## src/rtl/acc_arb_pkg.sv

```systemverilog
// Shared types and constants for the accelerator memory arbiter.
//   arb_state_t : arbiter FSM states
//   ARB_OP_RD / ARB_OP_WR : registered operation encoding, also drives mem_wr
package acc_arb_pkg;

    typedef enum logic [1:0] {
        IDLE    = 2'd0,
        ISSUE   = 2'd1,
        RD_WAIT = 2'd2,
        RESP    = 2'd3
    } arb_state_t;

    localparam logic ARB_OP_RD = 1'b0;
    localparam logic ARB_OP_WR = 1'b1;

endpackage

```

## src/rtl/acc_rr_picker.sv

```systemverilog
// Combinational round-robin picker: returns the first asserted request at or
// after ptr, wrapping from NUM_ACC-1 back to 0.
// Ports:
//   req : per-requester request vector
//   ptr : index that has highest priority this cycle
//   any : at least one request is asserted
//   idx : index of the chosen requester (valid when any=1)
module acc_rr_picker #(
    parameter int NUM_ACC = 4,
    parameter int IDX_W   = $clog2(NUM_ACC)
) (
    input  logic [NUM_ACC-1:0] req,
    input  logic [IDX_W-1:0]   ptr,
    output logic               any,
    output logic [IDX_W-1:0]   idx
);

    localparam logic [IDX_W:0] NUM_W = (IDX_W + 1)'(NUM_ACC);

    logic [2*NUM_ACC-1:0] dbl;
    logic [NUM_ACC-1:0]   rot;
    logic [IDX_W-1:0]     off;
    logic [IDX_W:0]       sum;

    // Doubling the vector lets a plain right shift perform the rotation, so bit k
    // of rot is requester (ptr + k) mod NUM_ACC.
    assign dbl = {req, req};

    always_comb begin
        any = |req;
        rot = NUM_ACC'(dbl >> ptr);
        off = '0;
        // Descending scan: the lowest set offset is assigned last and wins.
        for (int k = NUM_ACC - 1; k >= 0; k--) begin
            if (rot[k]) begin
                off = IDX_W'(k);
            end
        end
        sum = {1'b0, ptr} + {1'b0, off};
        if (sum >= NUM_W) begin
            sum = sum - NUM_W;
        end
        idx = sum[IDX_W-1:0];
    end

endmodule

```

## src/rtl/acc_mem_arbiter.sv

```systemverilog
// Shares the single data-memory accelerator port between NUM_ACC accelerator
// control units with round-robin fairness. One transaction is in flight at a
// time; no new access is started while the CPU owns the memory.
// Ports:
//   clk, rst              : clock, asynchronous active-high reset
//   acc_rd_en/addr        : per-requester read request, held until rd_data_valid
//   acc_wr_en/addr/data   : per-requester write request, held until wr_done
//   acc_rd_data           : shared read-return bus, holds last captured read
//   acc_rd_data_valid     : one-hot, one-cycle read-complete pulse
//   acc_wr_done           : one-hot, one-cycle write-complete pulse
//   cpu_mem_busy          : CPU owns the memory; blocks a new grant
//   mem_en/wr/addr/wr_data: memory access strobe and command
//   mem_rd_data           : memory read data, MEM_RD_LATENCY cycles after issue
module acc_mem_arbiter
    import acc_arb_pkg::*;
#(
    parameter int NUM_ACC        = 4,
    parameter int ADDR_SIZE      = 16,
    parameter int RD_DATA_SIZE   = 512,
    parameter int WR_DATA_SIZE   = 32,
    parameter int MEM_RD_LATENCY = 1
) (
    input  logic                              clk,
    input  logic                              rst,
    input  logic [NUM_ACC-1:0]                acc_rd_en,
    input  logic [NUM_ACC*ADDR_SIZE-1:0]      acc_rd_addr,
    input  logic [NUM_ACC-1:0]                acc_wr_en,
    input  logic [NUM_ACC*ADDR_SIZE-1:0]      acc_wr_addr,
    input  logic [NUM_ACC*WR_DATA_SIZE-1:0]   acc_wr_data,
    output logic [RD_DATA_SIZE-1:0]           acc_rd_data,
    output logic [NUM_ACC-1:0]                acc_rd_data_valid,
    output logic [NUM_ACC-1:0]                acc_wr_done,
    input  logic                              cpu_mem_busy,
    output logic                              mem_en,
    output logic                              mem_wr,
    output logic [ADDR_SIZE-1:0]              mem_addr,
    output logic [WR_DATA_SIZE-1:0]           mem_wr_data,
    input  logic [RD_DATA_SIZE-1:0]           mem_rd_data
);

    localparam int IDX_W = $clog2(NUM_ACC);
    localparam int CNT_W = $clog2(MEM_RD_LATENCY + 1);
    localparam logic [CNT_W-1:0] LAT  = CNT_W'(MEM_RD_LATENCY);
    localparam logic [IDX_W-1:0] LAST = IDX_W'(NUM_ACC - 1);

    arb_state_t              state;
    arb_state_t              state_nxt;
    logic [IDX_W-1:0]        grant;
    logic [IDX_W-1:0]        rr_ptr;
    logic                    op;
    logic [CNT_W-1:0]        cnt;
    logic [RD_DATA_SIZE-1:0] rd_data_q;

    logic [NUM_ACC-1:0]      req;
    logic                    pick_any;
    logic [IDX_W-1:0]        pick_idx;
    logic                    start;

    logic [ADDR_SIZE-1:0]    rd_addr_a [NUM_ACC];
    logic [ADDR_SIZE-1:0]    wr_addr_a [NUM_ACC];
    logic [WR_DATA_SIZE-1:0] wr_data_a [NUM_ACC];

    for (genvar i = 0; i < NUM_ACC; i++) begin : g_unpack
        assign rd_addr_a[i] = acc_rd_addr[i*ADDR_SIZE +: ADDR_SIZE];
        assign wr_addr_a[i] = acc_wr_addr[i*ADDR_SIZE +: ADDR_SIZE];
        assign wr_data_a[i] = acc_wr_data[i*WR_DATA_SIZE +: WR_DATA_SIZE];
    end

    assign req   = acc_rd_en | acc_wr_en;
    assign start = (state == IDLE) && pick_any && !cpu_mem_busy;

    acc_rr_picker #(
        .NUM_ACC (NUM_ACC),
        .IDX_W   (IDX_W)
    ) u_picker (
        .req (req),
        .ptr (rr_ptr),
        .any (pick_any),
        .idx (pick_idx)
    );

    always_ff @(posedge clk or posedge rst) begin
        if (rst) begin
            state     <= IDLE;
            grant     <= '0;
            op        <= ARB_OP_RD;
            rr_ptr    <= '0;
            cnt       <= '0;
            rd_data_q <= '0;
        end else begin
            state <= state_nxt;
            case (state)
                IDLE: begin
                    if (start) begin
                        grant <= pick_idx;
                        // A requester asserting both enables is served as a read first.
                        op    <= acc_rd_en[pick_idx] ? ARB_OP_RD : ARB_OP_WR;
                    end
                end
                ISSUE: begin
                    cnt <= CNT_W'(1);
                end
                RD_WAIT: begin
                    if (cnt == LAT) begin
                        rd_data_q <= mem_rd_data;
                    end else begin
                        cnt <= cnt + 1'b1;
                    end
                end
                RESP: begin
                    // Move past the requester just served so it loses any tie next time.
                    rr_ptr <= (grant == LAST) ? '0 : grant + 1'b1;
                end
                default: ;
            endcase
        end
    end

    always_comb begin
        state_nxt = state;
        case (state)
            IDLE:    if (start) state_nxt = ISSUE;
            ISSUE:   state_nxt = (op == ARB_OP_WR) ? RESP : RD_WAIT;
            RD_WAIT: if (cnt == LAT) state_nxt = RESP;
            RESP:    state_nxt = IDLE;
            default: state_nxt = IDLE;
        endcase
    end

    always_comb begin
        mem_en            = 1'b0;
        mem_wr            = 1'b0;
        mem_addr          = '0;
        mem_wr_data       = '0;
        acc_rd_data_valid = '0;
        acc_wr_done       = '0;
        case (state)
            ISSUE: begin
                mem_en = 1'b1;
                mem_wr = op;
                if (op == ARB_OP_WR) begin
                    mem_addr    = wr_addr_a[grant];
                    mem_wr_data = wr_data_a[grant];
                end else begin
                    mem_addr    = rd_addr_a[grant];
                end
            end
            RESP: begin
                if (op == ARB_OP_WR) begin
                    acc_wr_done[grant] = 1'b1;
                end else begin
                    acc_rd_data_valid[grant] = 1'b1;
                end
            end
            default: ;
        endcase
    end

    assign acc_rd_data = rd_data_q;

endmodule

```

## config.mk

```make
export PLATFORM = sky130hd
export DESIGN_NAME = acc_mem_arbiter
export DESIGN_NICKNAME = d
export VERILOG_FILES = /design/src/rtl/acc_arb_pkg.sv /design/src/rtl/acc_rr_picker.sv /design/src/rtl/acc_mem_arbiter.sv
export SDC_FILE = /design/constraint.sdc
export NUM_CORES = 1
export LEC_CHECK = 0
export CORE_AREA = 5 5 518 520
export DETAILED_ROUTE_END_ITERATION = 12
export DIE_AREA = 0 0 523 525
export GPL_ROUTABILITY_DRIVEN = 1
export PLACE_DENSITY_LB_ADDON = 0.2
export SLEW_MARGIN = 20
export SYNTH_ARGS = -nofsm -noshare
export SYNTH_HDL_FRONTEND = slang
export SYNTH_SLANG_ARGS = --single-unit
```

## constraint.sdc

```tcl
create_clock -name clk -period 15.65 [get_ports clk]
set_clock_uncertainty 0.2 [all_clocks]
set_input_delay 2.3475 -clock clk [delete_from_list [all_inputs] [get_ports clk]]
set_output_delay 2.3475 -clock clk [all_outputs]
set_load 0.01 [all_outputs]
```

==> results of run 1 <==
state kept, by name, indices dropped and copies added (netlist names):
name,count
acc_rd_data,512
cnt,1
grant,2
op,1
rr_ptr,2
state,2
logic make-up after synthesis:
group	synth area share (%)
buf+inv	1.77
compound gates	0.517
xor+xnor	0.0406
simple gates	2.31
flops	60.4
mux	34.4
fa+ha+maj	0.581
where the power goes:
part	total (mW)	switching [mW]	internal (mW)	leakage, nW
logic	4.40	2.01	2.39	8.37
registers	2.48	0.429	2.05	6.05
clock network	1.81	0.762	1.04	1.22
final timing paths:
check                              endpoint  slack, ns  depth (start not counted)
min in group asynchronous  acc_rd_data[294]       1.91                          2
min reg2reg                acc_rd_data[217]       0.30                          1
max                            mem_addr[12]       8.69                          5
min                        acc_rd_data[217]       0.30                          1
max in group asynchronous  acc_rd_data[215]      11.03                          4
max reg2reg                acc_rd_data[125]      12.00                          6
per-layer routing:
| metal | track usage (%) | up-vias |
|---|---|---|
| met3 | 9.74 | 340 |
| met4 | 2.35 | 180 |
| met5 | 0 | - |
| met2 | 19.0 | 1127 |
| li1 | - | 7568 |
| met1 | 13.4 | 8839 |
layout by cell type, fill, tap and decap left out, types with 4 or more instances in the layout:
| master | n |
|---|---|
| buf_4 | 16 |
| mux2i_1 | 16 |
| mux4_2 | 64 |
| clkbuf_1 | 22 |
| mux2_2 | 514 |
| nor2b_1 | 18 |
| nor2_1 | 7 |
| inv_1 | 5 |
| diode_2 | 41 |
| clkbuf_8 | 14 |
| clkdlybuf4s50_1 | 1348 |
| a21oi_1 | 6 |
| o21ai_1 | 4 |
| dfrtp_1 | 518 |
| and3_1 | 4 |
| clkinv_2 | 7 |
| and2_1 | 38 |
| ha_1 | 10 |
| clkbuf_16 | 79 |
area by class of cell:
| cell class | count | area [um^2] |
|---|---|---|
| clock inverters | 17 | 240 |
| clock buffers | 115 | 2250 |
| flip-flops and latches | 520 | 13000 |
| repair buffers | 1367 | 13700 |
| diodes | 41 | 103 |
| well taps | 3533 | 4420 |
| fillers | 29200 | 222000 |
| inverters | 6 | 26.3 |
| multi-input cells | 707 | 8170 |
==> results by group, run 1 <==
Detailed routing
  • Met3 WL: 30,600 um
  • Via/cell ratio: 2.86
  • DR WL/cell: 27.9 um
  • Post-route ant nets: 0
  • # DRC: 0
  • Highest Signal Layer: met5
  • Met2 Wirelength: 76,000 um
  • Drt first pass iters: 4
  • Wirelength, routed: 176,000 um
  • Vias after detailed routing: 18,100
  • Initial DRC count: 746
  • Metal1 wirelength: 65,500 um

Pwr
  • Overall power: 8.69 mW
  • Leakage dissipation: 15.6 nW
  • Worst vdd ir: 0.000113 V
  • Pwr/cell area: 207 nW/um^2

Setup path
  • Slowest-stage cell, CP: clkdlybuf4s50_1
  • Crit path launch type: input pin
  • CP Max Fanout: 1
  • Worst setup EP type: output pin
  • Crit-path cells: clkdlybuf4s50_1, mux4_2, mux2i_1, nor2b_1, clkdlybuf4s50_1
  • Required time worst endpoint: 13.10 ns
  • Slowest cell delay on critical path: 0.55 ns
  • Worst r2r src: state[0]
  • Cell family with most CP delay: multiplexers
  • Worst path most repeated cell: clkdlybuf4s50_1
  • Critical Path Source: acc_wr_addr[44]
  • WP buf/inv: 2
  • Crit Path Class: input pin to output pin
  • Crit path DAT: 4.41 ns

STA
  • Slew @ Worst Pin: 1.01 ns
  • Setup TNS: 0 ns
  • Setup violations, final: 0
  • RSZ-0062 raised after global routing: no
  • Max-slew violations: 0
  • F_max: 144 MHz
  • Tmin final: 6.96 ns
  • Final Hold Viols: 0
  • Slew HR: 32.7%
  • Worst Setup Slack, final: 8.69 ns
  • Final period utilization: 44.5%
  • Hold slack: 0.299 ns

Worst hold path
  • Worst Hold Class: flop to flop
  • Hold_sp: acc_rd_data[217]

Synth
  • Most common flop cell mapped by yosys: dfrtp_1
  • Netlist cell types: 33
  • Number of synthesized register bits: 520
  • Mapped Cells: 1,312
  • Syn avg cell area: 16.4 um^2
  • Mapped Nets: 2,101
  • Number of flops mapped to enable cells by yosys: 0
  • Synth top area share: 60.4%
  • Synth area leaders: dfrtp_1 (60%), mux2_2 (27%), mux4_2 (6.7%), buf_2 (1.1%), and2_1 (1.1%)
  • Most common cell in the synthesized netlist: dfrtp_1
  • Yosys warnings: 0
  • Post-Syn Area: 21,600 um^2
  • Post-synth top area cell: dfrtp_1
  • Commonest cells post-synth: dfrtp_1 (520), mux2_2 (514), mux4_2 (64)
  • Async SR Flop Fraction: 100%
  • Register area share after synthesis: 60.4%

Placement
  • Worst slack, placed: 8.75 ns
  • Port buffer count: 1,348
  • Inst Count DP: 6,133
  • DPL Wire Length: 149,000 um
  • Placed instance area: 39,300 um^2
  • GPL Wtd Cong: 0.832

CTS
  • Resize count post-CTS: 0
  • CTS tree: built
  • CTS Buf Count: 78
  • Post-CTS setup buffers: 0
  • Clk_lat worst skew: 0.70 ns
  • Clk sinks: 520
  • CTS Root Cell: clkbuf_16
  • Cts hold-fix bufs: 0
  • Clock slew at reported path FFs: 0.05 ns
  • Htree depth: 3
  • CTS Buffer Depth: 3

Finish
  • Non-filler cells, final: 6,306
  • Post-Route Utilization: 15.9%
  • Finished Cell Area: 41,900 um^2
  • Share of cells above drive strength 1: 26.1%
  • Fin nets: 3,469
  • Layout area overhead: 94.4%

Floorplan
  • Initial Util: 8.17%
  • Die Wd: 523 um
  • # IOs: 1,349
  • Row count: 189
  • Die area: 275,000 um^2
  • Core area: 264,000 um^2
  • Die Y: 525 um

Global route
  • Vias in the first global route: 19,200
  • Remaining Overflow, GRT: 0
  • Initial antenna violation count: 209
  • Pin count of the biggest net entering global routing: 146
  • Tot GR Track Use: 12.3%
  • Wire length of the first global-routing pass: 221,000 um

Job
  • Max Cap Viol: 0

Run status
  • Run status: finished clean
No activity file was read; power rests on OpenSTA's default activity.
==> inputs of run 2 (changes only) <==
- clock period: 15.65 -> 5.55 ns (I/O delays scaled with it)
==> run 2 against run 1 <==
Net effect:
- total power rose to 2.8 times the previous value
- setup slack worse by 7.7 ns
- critical path type is now flop to output pin
- count of clock-buffer cells in the layout down 3
- highest routed layer unchanged
- sequential share of layout area down 0.23 points
- non-clock buffer count up 14
- critical path depth unchanged
- hold slack better by 0.0011 ns
- register-to-register slack worse by 9.3 ns
- first-iteration DRC count down 15%
==> results by group, run 2 (synthesized netlist as in run 1, its figures left out) <==
CTS
  • Post-CTS setup buffers: 0
  • Clock slew at reported path FFs: 0.05 ns
  • Cts hold-fix bufs: 0
  • CTS Buf Count: 78
  • CTS Buffer Depth: 3
  • Resize count post-CTS: 0
  • Htree depth: 3
  • Clk_lat worst skew: 0.69 ns
  • Clk sinks: 520
  • CTS Root Cell: clkbuf_16
  • CTS tree: built

Pwr
  • Leakage dissipation: 15.8 nW
  • Sw frac: 36.9%
  • Comb pwr share: 50.9%
  • Pwr/cell area: 586 nW/um^2
  • Sw Pwr: 9.12 mW
  • Clk pwr share: 20.7%
  • Worst vdd ir: 0.000291 V
  • Overall power: 24.7 mW
  • P_int: 15.6 mW
  • Sequential Power Share: 28.4%

Finish
  • Most frequent cells in the layout: clkdlybuf4s50_1 (1,348), dfrtp_1 (518), mux2_2 (514)
  • Most common cell after layout, fill and taps aside: clkdlybuf4s50_1
  • Layout area overhead: 95.9%
  • Share of cells above drive strength 1: 26.8%
  • Max FFs per register: 512
  • Non-filler cells, final: 6,329
  • Post-Route Utilization: 16.0%
  • Fin nets: 3,483

Worst hold path
  • Hold_sp: acc_rd_data[63]
  • Worst Hold Class: flop to flop
  • WHS Endpoint: acc_rd_data[63]
  • Hold Path Stages: 1

STA
  • Tmin final: 4.54 ns
  • Final period utilization: 81.8%
  • F_max: 220 MHz
  • Max-slew violations: 0
  • Slew HR: 38.5%
  • Setup violations, final: 0
  • RSZ-0062 raised after global routing: no
  • Slew @ Worst Pin: 0.897 ns
  • Final Hold Viols: 0

Global route
  • Met1 usage: 13.5%
  • Met3 GRT Util: 8.93%
  • Remaining Overflow, GRT: 0
  • Wire length of the first global-routing pass: 220,000 um
  • Initial antenna violation count: 214
  • Vias in the first global route: 19,200
  • Tot GR Track Use: 12.3%
  • Pin count of the biggest net entering global routing: 113
  • GRT met2 Usage: 19.4%
  • GRT Max-Usage Layer: met2

Setup path
  • End of the worst register-to-register path: acc_rd_data[246]
  • R2R cell count: 5
  • Crit path launch type: flop
  • Worst r2r src: state[0]
  • CP Max Fanout: 34
  • Crit path DAT: 3.51 ns
  • Crit Path Class: flop to output pin
  • Worst setup EP type: output pin
  • Required time worst endpoint: 4.52 ns
  • R2r setup slk: 2.69 ns

Run status
  • Run status: finished clean

Detailed routing
  • Via/cell ratio: 2.84
  • Post-route ant nets: 0
  • Initial DRC count: 633
  • Wirelength, routed: 176,000 um
  • DR WL/cell: 27.8 um
  • Drt first pass iters: 4
  • # DRC: 0
  • Vias after detailed routing: 18,000

Floorplan
  • Row count: 189
  • Die Wd: 523 um
  • Die Y: 525 um
  • Initial Util: 8.17%
  • Core area: 264,000 um^2
  • # IOs: 1,349
  • Die area: 275,000 um^2

Placement
  • DPL Wire Length: 151,000 um
  • Port buffer count: 1,348
  • GPL Wtd Cong: 0.828
  • Inst Count DP: 6,147

Job
  • Max Cap Viol: 0
-- run 2: cell count changes in the layout (fill, tap and decap cells not counted), sizes merged --
cell / previous run / this run
clkinv: 12 / 15
diode: 41 / 47
inv: 6 / 9
clkbuf: 115 / 112
buf: 19 / 33
-- run 2: cell type report --
class                      count  area (um^2)
antenna                       47          118
clock buffer                 112         2280
clock inverter                23          285
fill                       29100       221000
inverter                       6         26.3
multi-input combinational    707         8170
sequential                   520        13000
tap                         3533         4420
timing repair buffer        1381        13900
-- run 2: power groups by stage --
stage | combinational (mW) | clock, mW | sequential, mW
CTS | 13.2 | 5.46 | 7.05
global placement | 13.2 | 0 | 7.02
global route | 13.4 | 5.53 | 7.27
finish | 12.6 | 5.13 | 7.01
floorplan | 4.29 | 0 | 7.66
detailed placement | 13.1 | 0 | 7.07
-- run 2: through the flow --
step / hold WS (ns) / setup TNS, ns / instance area (um^2) / worst slack, ns
6_report: 0.300 / 0 / 42200 / 1.01
5_1_grt: 0.309 / 0 / 42100 / 0.668
4_1_cts: 0.304 / 0 / 42100 / 0.794
3_5_place_dp: 0.292 / 0 / 39500 / 1.47
3_3_place_gp: 0.286 / 0 / 39500 / 1.44
2_1_floorplan: 0.263 / -1324.30 / 21600 / -2.55
-- run 2: worst max-delay path, cell delays in order, from the launching register on --
cell	delay [ns]
dfrtp_1	0.41
inv_1	0.13
ha_1	0.63
and2_1	0.82
and2_1	0.25
clkdlybuf4s50_1	0.56
-- run 2: metal layers --
metal / up-vias / wire length [um] / share of wire [%]
li1: 7600 / - / -
met1: 8854 / 65000 / 37
met2: 1119 / 77500 / 44
met3: 291 / 29500 / 17
met4: 142 / 3000 / 1.7
met5: - / 944 / 0.54
-- run 2: worst max path at each step --
stage | endpoint | from | slack (ns) | cells past startpoint
finish | mem_wr_data[30] | state[1] | 1.01 | 5
global route | mem_wr_data[30] | state[1] | 0.67 | 5
CTS | mem_wr_data[30] | state[1] | 0.79 | 5
detailed placement | mem_addr[2] | acc_rd_addr[50] | 1.47 | 5
global placement | mem_addr[4] | acc_rd_addr[4] | 1.44 | 5
floorplan | acc_rd_data[0] | rst | -2.55 | 1
